===== src/rtl/mdu_seq.sv =====
// Sequential unsigned multiply/divide unit (MUL, MULHU, DIVU, REMU).
// All arithmetic goes through an external shared 32-bit ALU.
module mdu_seq #(
  parameter int unsigned XLEN = 32,
  parameter int unsigned ITER = 32
) (
  input  logic            clk,
  input  logic            rst_n,
  input  logic            start,
  input  logic [1:0]      op,
  input  logic [XLEN-1:0] a,
  input  logic [XLEN-1:0] b,
  output logic            busy,
  output logic            done,
  output logic [XLEN-1:0] result,
  output logic [XLEN-1:0] alu_a,
  output logic [XLEN-1:0] alu_b,
  output logic [3:0]      alu_op,
  input  logic [XLEN-1:0] alu_result,
  input  logic            alu_ltu
);

  localparam int unsigned CW = $clog2(ITER);
  localparam logic [CW-1:0] LAST = CW'(ITER - 1);
  localparam logic [3:0] ALU_IDLE = 4'b0000;
  localparam logic [3:0] ALU_ADD  = 4'b0001;
  localparam logic [3:0] ALU_SUB  = 4'b0010;

  typedef enum logic [1:0] {
    IDLE,
    RUN,
    FIN
  } state_t;

  state_t          r_state, w_state_nxt;
  logic [XLEN-1:0] r_a, r_b, r_hi, r_lo, r_result;
  logic [1:0]      r_op;
  logic [CW-1:0]   r_count;

  logic [XLEN-1:0] w_hi_nxt, w_lo_nxt, w_sum;
  logic [XLEN:0]   w_rem_sh;
  logic            w_carry, w_qbit, w_div0;

  // r_hi/r_lo hold {hi,lo} for multiply and {rem,quo} for divide
  always_comb begin
    alu_a    = '0;
    alu_b    = '0;
    alu_op   = ALU_IDLE;
    w_sum    = r_hi;
    w_carry  = 1'b0;
    w_rem_sh = '0;
    w_qbit   = 1'b0;
    w_hi_nxt = r_hi;
    w_lo_nxt = r_lo;
    if (r_state == RUN) begin
      if (!r_op[1]) begin
        alu_op = ALU_ADD;
        alu_a  = r_hi;
        alu_b  = r_a;
        if (r_lo[0]) begin
          w_sum   = alu_result;
          w_carry = (alu_result < r_hi);
        end
        w_hi_nxt = {w_carry, w_sum[XLEN-1:1]};
        w_lo_nxt = {w_sum[0], r_lo[XLEN-1:1]};
      end else begin
        w_rem_sh = {r_hi, r_lo[XLEN-1]};
        alu_op   = ALU_SUB;
        alu_a    = w_rem_sh[XLEN-1:0];
        alu_b    = r_b;
        if (w_rem_sh[XLEN] || !alu_ltu) begin
          w_hi_nxt = alu_result;
          w_qbit   = 1'b1;
        end else begin
          w_hi_nxt = w_rem_sh[XLEN-1:0];
        end
        w_lo_nxt = {r_lo[XLEN-2:0], w_qbit};
      end
    end
  end

  assign w_div0 = op[1] && (b == '0);

  always_comb begin
    w_state_nxt = r_state;
    case (r_state)
      IDLE:    if (start) w_state_nxt = w_div0 ? FIN : RUN;
      RUN:     if (r_count == LAST) w_state_nxt = FIN;
      FIN:     w_state_nxt = IDLE;
      default: w_state_nxt = IDLE;
    endcase
  end

  // result is loaded on the edge entering FIN so it is valid while done is high
  always_ff @(posedge clk or negedge rst_n) begin
    if (!rst_n) begin
      r_state  <= IDLE;
      r_a      <= '0;
      r_b      <= '0;
      r_op     <= '0;
      r_hi     <= '0;
      r_lo     <= '0;
      r_count  <= '0;
      r_result <= '0;
    end else begin
      r_state <= w_state_nxt;
      case (r_state)
        IDLE: begin
          if (start) begin
            r_a     <= a;
            r_b     <= b;
            r_op    <= op;
            r_count <= '0;
            r_hi    <= '0;
            r_lo    <= op[1] ? a : b;
            if (w_div0) r_result <= op[0] ? a : '1;
          end
        end
        RUN: begin
          r_hi    <= w_hi_nxt;
          r_lo    <= w_lo_nxt;
          r_count <= r_count + 1'b1;
          if (r_count == LAST) r_result <= r_op[0] ? w_hi_nxt : w_lo_nxt;
        end
        default: ;
      endcase
    end
  end

  assign busy   = (r_state == RUN);
  assign done   = (r_state == FIN);
  assign result = r_result;

endmodule


===== config.mk =====
export PLATFORM = sky130hd
export DESIGN_NAME = mdu_seq
export DESIGN_NICKNAME = d
export VERILOG_FILES = /design/src/rtl/mdu_seq.sv
export SDC_FILE = /design/constraint.sdc
export NUM_CORES = 1
export LEC_CHECK = 0
export CAP_MARGIN = 20
export CORE_MARGIN = 2
export CORE_UTILIZATION = 50
export CTS_CLUSTER_SIZE = 8
export DETAILED_ROUTE_END_ITERATION = 12
export GPL_TIMING_DRIVEN = 0
export PLACE_DENSITY = 0.87
export SLEW_MARGIN = 20
export SYNTH_ARGS = -nofsm -noshare
export SYNTH_HDL_FRONTEND = slang
export SYNTH_SLANG_ARGS = --single-unit

===== constraint.sdc =====
create_clock -name clk -period 3.2 [get_ports clk]
set_clock_uncertainty 0.1 [all_clocks]
set_input_delay 0.64 -clock clk [delete_from_list [all_inputs] [get_ports clk]]
set_output_delay 0.64 -clock clk [all_outputs]
set_load 0.03 [all_outputs]

---- Yosys cells after proc, flatten, opt, wreduce, memory -nomap -nowiden ----
Index checks and enable logic that the tools add are counted.
storage, ports and cells
  register bits after elaboration ......... 169
  logic and storage cells ................. 55
cells by class
  add/sub/neg operators ................... 1
  order comparisons ....................... 1
  equal/unequal tests ..................... 6
  mux-type cells .......................... 29
  reduce and logical (&&, ||, !) cells .... 10
operator list
  operator                                        count
  two-way mux 32 bit                              16
  case mux 32 bit (2 select lines)                3
  zero test 32 bit                                1
  < comparator 32 bit                             1
  two-way mux 2 bit                               5
  case mux 5 bit (2 select lines)                 1
  AND reduction 2 bit                             3
  adder 5 x 1 -> 5 bit (second input constant)    1
  == test 5 bit (second input constant)           1
  two-way mux 5 bit                               1
  != test 2 bit (second input constant)           2
  case mux 2 bit (2 select lines)                 1
  AND reduction 4 bit                             1
  == test 2 x 1 -> 1 bit (second input constant)  1
  == test 2 bit (second input constant)           1
  zero test 2 bit                                 1
  two-way mux 1 bit                               2
  != test 2 x 1 -> 1 bit (second input constant)  1
  nonzero test 2 bit                              1
  logical AND 1 bit                               1
  zero test 1 bit                                 1
  logical OR 1 bit                                1

---- Logic depth before layout (Yosys ltp) ----
  word-level depth ........................ 7
  gate-level depth with buffers ........... 8

---- Least setup slack after synthesis ----
Ideal clock, no wire load.
  path type ............................... register to output
  start point ............................. reg r_op[1]
  end point ............................... out alu_a[0]
  data arrival time ....................... 1.680 ns
  data required time ...................... 2.460 ns
  path slack .............................. 0.780 ns
  stages on the path, launching flop included .. 6
  cell sequence ........................... dfrtp_1 -> clkbuf_1 -> clkbuf_1 -> buf_2 -> mux2i_1 -> nor2_1
between the ends
  longest elaborated chain between the ends .. 2
ends and longest elaborated chain
  element                 RTL line  text
  from (decl)             37        logic [1:0] r_op;
  from (signal assigned)  112       r_op <= op;
  two-way mux 32 bit      56        if (!r_op[1]) begin
  two-way mux 32 bit      55        if (r_state == RUN) begin
  to (decl)               16        output logic [XLEN-1:0] alu_a,
No other way between the ends.

---- Worst setup path in the final report ----
  start point ............................. reg r_state[1]
  end point ............................... out alu_a[2]
between the ends
  longest elaborated chain between the ends .. 2
ends and longest elaborated chain
  element                 RTL line  text
  from (decl)             35        state_t r_state, w_state_nxt;
  from (signal assigned)  106       r_state <= w_state_nxt;
  == test 2 x 1 -> 1 bit  55
  two-way mux 32 bit      55
No other way between the ends.

==> reports/qor.yml <==
status:
  status: "finished clean"
clocking:
  cts_inserted_buffers: 17
  clk_pin_slew_ns: 0.07
  post_cts_buffers: 0
  cts_max_level: 4
  clkLatencyLatePin_ns: 0.44
  cts_resized: 93
  clock-sinks: 169
  cts_tree: "built"
  clk_path_buf_depth: 2
  clockRootBuffer: "clkbuf_16"
  postCtsHoldBufs: 0
power_and_ir_drop:
  seqPwrFrac_pct: 27.9
  finalPower_mw: 14.7
  power_frac_comb_pct: 58.1
  leakagePower_nw: 6.30
  clock_power_share_pct: 14.0
  intPower_mw: 7.42
  power_density_nw_per_um2: 1100
  p_sw_share_pct: 49.5
  peakVddDrop_v: 0.000553
  switchingPower_mw: 7.27
sta:
  relSlewSlack_pct: 41.3
  worst_slack_ns: 0.0158
  finalSetupViolCount: 0
  fmax_mhz: 314
  hold_violations: 0
  tightestPinTransition_ns: 0.880
  finalCritPeriodShare_pct: 99.5
  min_period_ns: 3.18
  drv_slew: 0
die:
  dieArea_um2: 22500
  die_h_um: 150
  row_count: 53
  pin_count: 204
  die_w_um: 150
  start_util_pct: 50.8
  core-area_um2: 21000
critical_path:
  crit_path_cell_trace: "nand2b_1 -> clkbuf_4 -> clkbuf_4 -> clkbuf_8 -> clkbuf_2 -> nor2_1 -> dlygate4sd2_1"
  arrival_ns: 2.44
  cp-start-kind: "flop"
  worstReg2RegEnd: "result[29]"
  crit_top_cell: "clkbuf_4"
  setup.worst_path.class: "flop to primary output"
  required_ns: 2.46
  path_buf_inv: 5
  rrSetupSlack_ns: 0.66
  timing.rr.start: "r_state[1]"
  path_delay_family: "buffers and inverters"
  reg2reg_depth: 7
  max_stage_delay_ns: 0.41
  crit_path_end_kind: "primary output"
  crit_slowest_cell: "dfrtp_1"
  crit_fanout: 10
synth:
  synth-main-ff-cell: "dfrtp_1"
  synth_most_common_cell: "nand2_1"
  synth_edf_count: 0
  synth_top_area_share_pct: 39.7
  ys_seq_area_share_pct: 39.7
  yosysUniqueCellTypes: 44
  synth_area_leaders: "dfrtp_1, mux2i_1, nand2_1"
  avgSynthCellArea_um2: 8.62
  yosysWarningCount: 0
  syn_area_um2: 10600
  async_flop_share_pct: 100
  netlist_instances: 1235
  synth_top_cell_by_area: "dfrtp_1"
  ys_ff_latch: 169
  synth_top_cells_by_count: "nand2_1, mux2i_1, dfrtp_1, nor2_1, o21ai_0"
drt:
  drtAntennaViolNets: 0
  wl_met3_um: 3940
  routed_via_density: 6.08
  detail_route.wl_per_cell_um: 20.9
  met1_length_um: 13700
  drc_errors: 0
  drtIter0Drc: 1418
  vias: 10600
  drt-total-wl_um: 36400
  met2_length_um: 17000
  top_layer: "met4"
  firstDrtPassIters: 6
final_layout:
  regArea_um2: 4230
  final_nets: 1589
  nFillCells: 1717
  multi_input_area_um2: 5900
  fin_area_um2: 13400
  diodes: 0
  final_cells: 1742
  final_util_pct: 64.0
  drive_above_1_share_pct: 10.1
  area_growth_pct: 25.9
place:
  dp_hpwl_um: 26700
  place.gp.congestion: 0.951
  place_ws_ns: -0.736
  dp.cells: 1712
  port_buffers: 200
  dpl-instance-area_um2: 13000
global_routing:
  grt_max_degree: 96
  grt_first_pass_wirelength_um: 56200
  antenna_found_initial: 0
  track_usage_pct: 32.4
  grt_pass1_vias: 10400
  grt.overflow.total: 0
job:
  cap_violations: 0
hold_path:
  hold_class: "input port to async pin"
==> power by group through the flow <==
stage / Combinational [mW] / Sequential, mW / Clock, mW
detailed placement: 8.80 / 4.05 / 0
global route: 9.14 / 4.18 / 2.16
finish: 8.54 / 4.09 / 2.06
global placement: 8.57 / 3.99 / 0
CTS: 8.52 / 4.03 / 2.06
floorplan: 5.48 / 4.11 / 0
==> routing by layer <==
metal	vias up	global-route usage (%)
met2	737	52.4
met5	-	0
li1	4704	-
met4	0	14.9
met1	5014	42.2
met3	145	6.37
==> stage by stage <==
stage               TNS [ns]  hold WS (ns)
finish                     0         0.116
floorplan                  0         0.244
global placement     -965.44         0.357
detailed placement    -31.94         0.361
global route          -0.524         0.185
CTS                   -0.186         0.160
==> worst max path at each step <==
| stage | to | start | slack, ns | depth (start not counted) |
|---|---|---|---|---|
| 4_1_cts | alu_op[1] | r_state[1] | -0.13 | 5 |
| 6_report | alu_a[2] | r_state[1] | 0.02 | 7 |
| 5_1_grt | alu_a[12] | r_state[1] | -0.04 | 7 |
| 2_1_floorplan | alu_a[0] | r_op[1] | 0.78 | 5 |
| 3_5_place_dp | alu_b[30] | r_state[0] | -0.74 | 7 |
| 3_3_place_gp | result[25] | rst_n | -5.54 | 1 |
==> placed cells by master (no fill, tap or decap), drive strengths merged, types with 2 or more instances in the layout <==
cell / synthesis / layout
a211oi: 3 / 3
a21oi: 45 / 45
a221oi: 22 / 22
a32oi: 2 / 2
and2: 2 / 2
buf: 30 / 34
clkbuf: 66 / 129
clkdlybuf4s15: 0 / 8
clkdlybuf4s50: 0 / 133
clkinv: 1 / 3
clkinvlp: 0 / 6
conb: 1 / 2
dfrtp: 169 / 169
dlygate4sd2: 0 / 10
ha: 33 / 33
inv: 34 / 37
mux2: 31 / 31
mux2i: 188 / 188
nand2: 258 / 258
nand2b: 4 / 4
nand3: 36 / 36
nand3b: 30 / 30
nand4: 10 / 10
nor2: 129 / 129
nor2b: 2 / 2
nor3: 4 / 4
nor4: 7 / 7
o211ai: 2 / 2
o21a: 2 / 2
o21ai: 99 / 99
o221ai: 11 / 11
or3b: 2 / 2
xor2: 2 / 2
==> registers in the layout, indices dropped and copies added, names as in the netlist <==
| name | cells |
|---|---|
| r_a | 32 |
| r_b | 32 |
| r_count | 5 |
| r_hi | 32 |
| r_lo | 32 |
| r_op | 2 |
| r_state | 2 |
| result | 32 |
==> cells by family after synthesis <==
family	synth area share (%)
other	0.0352
multiplexers	20.9
AND/OR/NAND/NOR	19.7
adder cells (fa/ha/maj)	3.88
AO/OA/AOI/OAI	10.7
flip-flops	39.7
XOR/XNOR	0.165
buffers and inverters	4.93
==> area by class of cell <==
cell class                      count  area share (%)
Timing Repair Buffer              201            13.3
Inverter                           35            1.01
Buffer                             94            3.17
Sequential cell                   169            31.6
Clock buffer                       20            3.48
Tap cell                          275            2.57
Multi-Input combinational cell    936            44.0
Clock inverter                     12           0.868
(Power assumes the default switching activity.)
